File: config.mk
export PLATFORM = sky130hd
export DESIGN_NAME = seq_datapath
export DESIGN_NICKNAME = d
export VERILOG_FILES = /design/src/rtl/seq_dp_pkg.sv /design/src/rtl/seq_dp_regfile.sv /design/src/rtl/seq_datapath.sv
export SDC_FILE = /design/constraint.sdc
export NUM_CORES = 1
export LEC_CHECK = 0
export BUFFER_PORTS_ARGS = -buffer_cell sky130_fd_sc_hd__clkbuf_2
export CAP_MARGIN = 5
export CORE_MARGIN = 1
export CORE_UTILIZATION = 61
export DETAILED_ROUTE_END_ITERATION = 12
export PLACE_DENSITY = 0.8
export SLEW_MARGIN = 5
export SYNTH_ARGS = -nofsm -noshare
export SYNTH_HDL_FRONTEND = slang
export SYNTH_SLANG_ARGS = --single-unit
File: constraint.sdc
create_clock -name clk -period 5.5 [get_ports clk]
set_clock_uncertainty 0.15 [all_clocks]
set_input_delay 1.375 -clock clk [delete_from_list [all_inputs] [get_ports clk]]
set_output_delay 1.375 -clock clk [all_outputs]
set_load 0.05 [all_outputs]
File: src/rtl/seq_dp_pkg.sv
// Shared types and constants for the self-sequencing datapath.
package seq_dp_pkg;

    typedef enum logic [1:0] {
        ALU_ADD  = 2'b00,
        ALU_SUB  = 2'b01,
        ALU_AND  = 2'b10,
        ALU_NOTB = 2'b11
    } alu_op_e;

    typedef enum logic [1:0] {
        SH_NONE = 2'b00,
        SH_LSL1 = 2'b01,
        SH_LSR1 = 2'b10,
        SH_ASR1 = 2'b11
    } shift_e;

    typedef enum logic [2:0] {
        S_IDLE,
        S_LOAD_A,
        S_LOAD_B,
        S_EXEC,
        S_WRITE
    } state_e;

    localparam int STAT_Z = 0;
    localparam int STAT_N = 1;
    localparam int STAT_V = 2;

endpackage

File: src/rtl/seq_dp_regfile.sv
// Register file: one write port, combinational operand and debug read ports.
module seq_dp_regfile #(
    parameter  int WIDTH = 16,
    parameter  int NREGS = 8,
    localparam int AW    = $clog2(NREGS)
) (
    input  logic             clk,
    input  logic             rst_n,
    input  logic             we,
    input  logic [AW-1:0]    waddr,
    input  logic [WIDTH-1:0] wdata,
    input  logic [AW-1:0]    raddr,
    output logic [WIDTH-1:0] rdata,
    input  logic [AW-1:0]    dbg_addr,
    output logic [WIDTH-1:0] dbg_data
);

    logic [NREGS-1:0][WIDTH-1:0] mem;

    always_ff @(posedge clk or negedge rst_n) begin
        if (!rst_n)  mem        <= '0;
        else if (we) mem[waddr] <= wdata;
    end

    assign rdata    = mem[raddr];
    assign dbg_data = mem[dbg_addr];

endmodule

File: src/rtl/seq_datapath.sv
// Self-sequencing datapath: one command per start/done handshake.
// Optional macro SEQ_DATAPATH_NV_FLAGS_EN adds N and V status flags.
module seq_datapath
    import seq_dp_pkg::*;
#(
    parameter  int WIDTH = 16,
    parameter  int NREGS = 8,
    parameter  int IMM_W = 5,
    localparam int AW    = $clog2(NREGS)
) (
    input  logic             clk,
    input  logic             rst_n,
    input  logic             start,
    output logic             ready,
    output logic             done,
    input  logic [AW-1:0]    rn,
    input  logic [AW-1:0]    rm,
    input  logic [AW-1:0]    rd,
    input  logic [1:0]       alu_op,
    input  logic [1:0]       shift,
    input  logic             asel,
    input  logic             bsel,
    input  logic             vsel,
    input  logic             wb_en,
    input  logic             set_flags,
    input  logic [IMM_W-1:0] imm,
    input  logic [WIDTH-1:0] ext_in,
    output logic [WIDTH-1:0] result,
    output logic [2:0]       status,
    input  logic [AW-1:0]    dbg_addr,
    output logic [WIDTH-1:0] dbg_data
);

    state_e state_q, state_d;
    logic   accept, rf_we;

    logic [AW-1:0]    rn_q, rm_q, rd_q;
    alu_op_e          op_q;
    shift_e           sh_q;
    logic             asel_q, bsel_q, vsel_q, wb_q, sf_q;
    logic [IMM_W-1:0] imm_q;
    logic [WIDTH-1:0] ext_q;

    logic [WIDTH-1:0] a_q, b_q, c_q;
    logic [2:0]       stat_q, stat_nxt;
    logic             done_q;

    logic [WIDTH-1:0] rf_rdata, ain, bin, alu_res;

    function automatic logic [WIDTH-1:0] shift_fn(input shift_e s, input logic [WIDTH-1:0] v);
        unique case (s)
            SH_LSL1: shift_fn = {v[WIDTH-2:0], 1'b0};
            SH_LSR1: shift_fn = {1'b0, v[WIDTH-1:1]};
            SH_ASR1: shift_fn = {v[WIDTH-1], v[WIDTH-1:1]};
            default: shift_fn = v;
        endcase
    endfunction

    // Operand fetch reuses one read port: rn while in LOAD_A, rm otherwise.
    seq_dp_regfile #(.WIDTH(WIDTH), .NREGS(NREGS)) u_regfile (
        .clk      (clk),
        .rst_n    (rst_n),
        .we       (rf_we),
        .waddr    (rd_q),
        .wdata    (vsel_q ? ext_q : c_q),
        .raddr    ((state_q == S_LOAD_A) ? rn_q : rm_q),
        .rdata    (rf_rdata),
        .dbg_addr (dbg_addr),
        .dbg_data (dbg_data)
    );

    always_ff @(posedge clk or negedge rst_n) begin
        if (!rst_n) state_q <= S_IDLE;
        else        state_q <= state_d;
    end

    always_comb begin
        state_d = state_q;
        ready   = 1'b0;
        accept  = 1'b0;
        rf_we   = 1'b0;
        unique case (state_q)
            S_IDLE: begin
                ready = 1'b1;
                if (start) begin
                    accept  = 1'b1;
                    state_d = vsel ? S_WRITE : S_LOAD_A;
                end
            end
            S_LOAD_A: state_d = S_LOAD_B;
            S_LOAD_B: state_d = S_EXEC;
            S_EXEC:   state_d = S_WRITE;
            S_WRITE: begin
                rf_we   = wb_q;
                state_d = S_IDLE;
            end
            default:  state_d = S_IDLE;
        endcase
    end

    always_comb begin
        ain      = asel_q ? '0 : a_q;
        bin      = bsel_q ? {{(WIDTH-IMM_W){1'b0}}, imm_q} : shift_fn(sh_q, b_q);
        alu_res  = '0;
        stat_nxt = '0;
        unique case (op_q)
            ALU_ADD:  alu_res = ain + bin;
            ALU_SUB:  alu_res = ain - bin;
            ALU_AND:  alu_res = ain & bin;
            ALU_NOTB: alu_res = ~bin;
            default:  alu_res = '0;
        endcase
        stat_nxt[STAT_Z] = (alu_res == '0);
`ifdef SEQ_DATAPATH_NV_FLAGS_EN
        stat_nxt[STAT_N] = alu_res[WIDTH-1];
        unique case (op_q)
            ALU_ADD: stat_nxt[STAT_V] = (ain[WIDTH-1] == bin[WIDTH-1]) &&
                                        (alu_res[WIDTH-1] != ain[WIDTH-1]);
            ALU_SUB: stat_nxt[STAT_V] = (ain[WIDTH-1] != bin[WIDTH-1]) &&
                                        (alu_res[WIDTH-1] != ain[WIDTH-1]);
            default: stat_nxt[STAT_V] = 1'b0;
        endcase
`endif
    end

    always_ff @(posedge clk or negedge rst_n) begin
        if (!rst_n) begin
            rn_q   <= '0;
            rm_q   <= '0;
            rd_q   <= '0;
            op_q   <= ALU_ADD;
            sh_q   <= SH_NONE;
            asel_q <= 1'b0;
            bsel_q <= 1'b0;
            vsel_q <= 1'b0;
            wb_q   <= 1'b0;
            sf_q   <= 1'b0;
            imm_q  <= '0;
            ext_q  <= '0;
            a_q    <= '0;
            b_q    <= '0;
            c_q    <= '0;
            stat_q <= '0;
            done_q <= 1'b0;
        end else begin
            if (accept) begin
                rn_q   <= rn;
                rm_q   <= rm;
                rd_q   <= rd;
                op_q   <= alu_op_e'(alu_op);
                sh_q   <= shift_e'(shift);
                asel_q <= asel;
                bsel_q <= bsel;
                vsel_q <= vsel;
                wb_q   <= wb_en;
                sf_q   <= set_flags;
                imm_q  <= imm;
                ext_q  <= ext_in;
            end
            if (state_q == S_LOAD_A) a_q <= rf_rdata;
            if (state_q == S_LOAD_B) b_q <= rf_rdata;
            if (state_q == S_EXEC) begin
                c_q <= alu_res;
                if (sf_q) stat_q <= stat_nxt;
            end
            done_q <= (state_q == S_WRITE);
        end
    end

    assign done   = done_q;
    assign result = c_q;
    assign status = stat_q;

endmodule

== After elaboration in Yosys (flattened, before gate mapping) ==
Index checks and enable logic that the tools add are counted.

* Register bits: 220
* Input bits: 45
* Output and inout bits: 37
* Logic and storage cells: 70

* $add $sub $neg: 2
* Order comparisons: 4
* Equal/unequal tests: 11
* Muxes and demuxes: 20
* Bitwise operators: 2
* Reduce and logical (&&, ||, !) cells: 5

{| class="wikitable"
|+ Operator list
! cell !! count
|-
| 128-bit bitwise mux || 1
|-
| 16-bit binary-select mux with 3-bit select || 2
|-
| 16-bit two-way mux || 6
|-
| 16-bit case mux with 4 select lines || 1
|-
| 16-bit demux with 3-bit select || 1
|-
| 16-bit case mux with 3 select lines || 1
|-
| 16-bit adder || 1
|-
| 16-bit bitwise AND || 1
|-
| 16-bit logical NOT || 1
|-
| 16-bit inverter || 1
|-
| 16-bit subtractor || 1
|-
| 3-bit by 4-bit less-than comparator with 1-bit output, second input constant || 3
|-
| 3-bit case mux with 4 select lines || 1
|-
| 3-bit two-way mux || 3
|-
| 2-bit == test, second input constant || 4
|-
| 3-bit by 2-bit == test with 1-bit output, second input constant || 2
|-
| 2-bit by 1-bit == test with 1-bit output, second input constant || 2
|-
| 1-bit two-way mux || 4
|-
| 3-bit by 1-bit == test with 1-bit output, second input constant || 1
|-
| 3-bit == test, second input constant || 1
|-
| 3-bit by 1-bit >= comparator with 1-bit output, second input constant || 1
|-
| 3-bit logical NOT || 1
|-
| 2-bit logical NOT || 1
|-
| 2-bit inequality test, second input constant || 1
|-
| other kinds (2) || 2
|}

== Depth between registers and ports, before layout ==
* Depth after elaboration: 6
* Depth in mapped cells: 20
* Gate-level depth less buffers: 17

== Hierarchy ==
From an unflattened synthesis, not the netlist that was laid out.

* Cell total of the unflattened synthesis: 954
* Area total of the unflattened synthesis: 12,782.3 um^2

{| class="wikitable"
|+ Modules (own cells, without submodules)
! module !! instances !! cells each !! area an instance (um^2) !! seq. area each (um^2)
|-
| seq_dp_regfile || 1 || 393 || 7,000.5 || 3,203.1
|-
| seq_datapath || 1 || 561 || 5,781.8 || 2,302.2
|}

== Least setup slack after synthesis ==
Ideal clock, no wire load.

* Kind: in2out
* From: input dbg_addr[0]
* To: output dbg_data[0]
* Arrival time: 3.081 ns
* Required time: 3.975 ns
* Slack: 0.894 ns
* Stages on the path: 4
* Buffers on the path: 2
* Cell sequence: clkbuf_1 -> buf_1 -> mux4_2 -> mux2_2

* Cells in the longest elaborated chain, start to end: 2

{| class="wikitable"
|+ RTL lines
! what !! RTL line !! source
|-
| start: declaration || seq_datapath.sv:30 || <nowiki>input logic [AW-1:0] dbg_addr,</nowiki>
|-
| 16-bit binary-select mux with 3-bit select || seq_dp_regfile.sv:26 || <nowiki>assign dbg_data = mem[dbg_addr];</nowiki>
|-
| 16-bit two-way mux (implied by the code) || seq_dp_regfile.sv:26 ||
|-
| end: declaration || seq_datapath.sv:31 || <nowiki>output logic [WIDTH-1:0] dbg_data</nowiki>
|}

Every way passes these cells. The select of a mux whose other input is x is not followed.

== Final worst setup path ==
* From: register bsel_q
* To: register stat_q[0], in the netlist status[0]

* Cells in the longest elaborated chain, start to end: 4
* Elaborated cells between the ends (all ways): 7
* Classes of those cells: add/sub (2); mux (2); bitwise (2); reduce/logical (1)

{| class="wikitable"
|+ RTL lines
! what !! RTL line !! source
|-
| start: declaration || seq_datapath.sv:40 || <nowiki>logic asel_q, bsel_q, vsel_q, wb_q, sf_q;</nowiki>
|-
| start signal: assignment || seq_datapath.sv:153 || <nowiki>bsel_q <= bsel;</nowiki>
|-
| 16-bit two-way mux * || seq_datapath.sv:103 || <nowiki>bin = bsel_q ? {{(WIDTH-IMM_W){1'b0}}, imm_q} : shift_fn(sh_q, b_q);</nowiki>
|-
| 16-bit subtractor, or another cell as far along || seq_datapath.sv:108 || <nowiki>ALU_SUB: alu_res = ain - bin;</nowiki>
|-
| 16-bit case mux with 4 select lines * || seq_datapath.sv:106 || <nowiki>unique case (op_q)</nowiki>
|-
| 16-bit logical NOT * || seq_datapath.sv:113 || <nowiki>stat_nxt[STAT_Z] = (alu_res == '0);</nowiki>
|-
| end signal: assignment || seq_datapath.sv:164 || <nowiki>if (sf_q) stat_q <= stat_nxt;</nowiki>
|-
| end: declaration || seq_datapath.sv:45 || <nowiki>logic [2:0] stat_q, stat_nxt;</nowiki>
|}

Every way passes the cells marked *; elsewhere a longest branch is shown, timed or not.
A chain may end at the register's enable or synchronous reset.

==> flow_metrics.tcl <==
set metrics [dict create \
    area_growth_pct 12.4 \
    yosysSeqAreaShare_pct 45.0 \
    hp-start "u_regfile.mem[114]" \
    cts.path.max_buffers 3 \
    dp_hpwl_mm 23.0 \
    worst_slew_pin_slew_ps 1220 \
    htreeDepth 1 \
    cts-hold-fix-buffers 0 \
    clock_sinks 220 \
    min_path_cells 2 \
    layout.nets 1415 \
    diodes 0 \
    hold_slack_ps 351 \
    fin_crit_sh_pct 91.2 \
    path_class "flip-flop to flip-flop" \
    outcome "completed" \
    synthArstFlopShare_pct 100 \
    final_common_cell "nand2_1" \
    die_area_mm2 0.0206 \
    ys_warn_count 0 \
    fin_crit_ps 5020 \
    gp_congestion 0.957 \
    grt_usage_pct 34.3 \
    drt_wl_total_mm 34.1 \
    cp_slowest_cell "dfrtp_1" \
    grt_antenna_before_repair 0 \
    synth_edf_count 0 \
    hold_viol 0 \
    dpl_cell_area_mm2 0.0128 \
    slowest_delay_ps 560 \
    grt-ovfl-total 0 \
    cp_cell_sequence "or2_1 -> o221ai_1 -> nand4_1 -> o31ai_1 -> xor2_1 -> ha_1 -> nand2_1 -> o21ai_0 -> o211ai_1 -> a21oi_1 -> mux2_2 -> a2111oi_0 -> nand4_1 -> o31ai_1" \
    ys_types 63 \
    vias 10400 \
    rsz0062_at_grt "no" \
    drcViolationCount 0 \
    cts_tree "done" \
    cts_root_buf "clkbuf_16" \
    grt_pass1_vias 10200 \
    post_cts_buffers 0 \
    wl_per_cell_um 20.9 \
    crit_fanout 19 \
    drv_slew 0 \
    syn_area_per_cell_um2 9.29 \
    yosysTopAreaCell "dfrtp_1" \
    mostFrequentLayoutCells "243 x nand2_1, 220 x dfrtp_1, 129 x nor2_1, 123 x a21oi_1, 93 x o21ai_0" \
    rows 51 \
    critPathRequiredTime_ps 5770 \
    grt_max_degree 100 \
    synthCells 1318 \
    clk_latency_ps 540 \
    layout-drive-gt1-share_pct 19.4 \
    grt_pass1_wl_mm 53.9 \
    start_kind "flip-flop" \
    tns_ps 0 \
    hold_end "u_regfile.mem[114]" \
    yosys.area.top_type_share_pct 45.0 \
    n_fill_cell 1460 \
    routed_via_density 6.36 \
    r2r_cells 14 \
    drv_cap 0 \
    crit_path_end_kind "flip-flop" \
    rrSetupSlack_ps 480 \
    initial_core_util_pct 62.5 \
    die_x_um 144 \
    r2r_start "bsel_q" \
    postCtsResizedCells 0 \
    netlist_area_mm2 0.0122 \
    dr.pass1.iters 5 \
    min_path_type "flip-flop to flip-flop" \
    die_y_um 144 \
    antenna_left 0 \
    max_freq_mhz 199 \
    ys.flop_type "dfrtp_1" \
    drtIter0Drc 1117 \
    synth_seq_cells 220 \
    finalSetupViolations 0 \
    slew-limit-headroom_pct 17.0 \
    fin_util_pct 70.3 \
    cp_data_arrival_time_ps 5290 \
    path_clk_slew_ps 60 \
    synth_area_leaders "dfrtp_1 45%, nand2_1 7.4%, mux4_2 5.9%, mux2_2 5.7%, a21oi_1 5.0%" \
    port_buffers 79 \
    timing.rr.end "status[0]" \
    core_area_mm2 0.0196 \
    design_area_mm2 0.0138 \
    cts_made_buffers 24 \
    num_io_pins 82 \
]
==> per-layer routing <==
metal  global-route usage [%]  part of all wire, %  vias to the layer above
met4                     16.0                  4.4                        0
met3                     5.50                  7.5                       83
li1                         -                    -                     4712
met5                        0                    0                        -
met1                     46.6                   41                     5104
met2                     54.1                   47                      500
==> registers in the layout (all words and copies together) (netlist names) <==
register and count:
sf_q 1, a_q 16, asel_q 1, rd_q 3, wb_q 1, op_q 2, imm_q 5, status 1
rn_q 3, rm_q 3, u_regfile.mem 128, vsel_q 1, result 16, sh_q 2, bsel_q 1, done 1
state_q 3, b_q 16, ext_q 16
==> cell usage after synthesis (all sizes together), types with 7 or more instances <==
cell type	number
nand2	243
dfrtp	220
nor2	130
a21oi	124
o21ai	93
clkbuf	72
mux2	64
nand3	41
mux2i	32
mux4	32
a31oi	24
buf	23
nor2b	23
and3	19
ha	17
a311oi	16
xnor2	14
xor2	13
inv	11
a211oi	10
nand2b	8
nor3	8
nand4	7
nor3b	7
==> kinds of logic (layout without fill, tap and decap cells) <==
logic type | count (synthesis) | after routing | share of synthesized area [%]
AOI/OAI and AO/OA | 307 | 307 | 14.8
xor gates and xnor gates | 27 | 27 | 1.93
adders and majority gates | 18 | 18 | 1.90
DFF | 220 | 220 | 45.0
and+or+nand+nor | 510 | 510 | 18.4
other | 1 | 2 | 0.0306
buffers and inverters | 107 | 157 | 3.62
muxes | 128 | 128 | 14.4
==> stage by stage <==
step | worst slack, ps | cells
6_report | 482 | 1634
3_3_place_gp | 808 | 1591
5_1_grt | 31.1 | 1634
3_5_place_dp | 580 | 1591
4_1_cts | 580 | 1634
2_1_floorplan | 894 | 1319
==> critical path, delay by kind of cell (launching register included) <==
kind	cells	cell delay, ps
mux	1	380
xor+xnor	1	110
flops	1	560
fa+ha+maj	1	440
compound gates	7	2270
simple gates	4	1010
==> layout make-up <==
type	instances	area [µm²]	share of cell area, %
Tap cell	265	332	2.41
Timing Repair Buffer	102	603	4.38
Inverter	12	45.0	0.327
Multi-Input combinational cell	992	6360	46.2
Clock inverter	11	218	1.58
Clock buffer	32	701	5.09
Sequential cell	220	5510	40.0
==> worst max path at each step <==
stage,from,endpoint,cells past startpoint
detailed placement,bsel_q,status[0],14
global placement,dbg_addr[0],dbg_data[14],5
global route,sh_q[1],status[0],14
floorplan,dbg_addr[0],dbg_data[0],4
CTS,bsel_q,status[0],14
finish,bsel_q,status[0],14
Power is left out: the tool's default activity adds up to more than one toggle a clock period on the data nets, which glitch-free logic cannot reach.
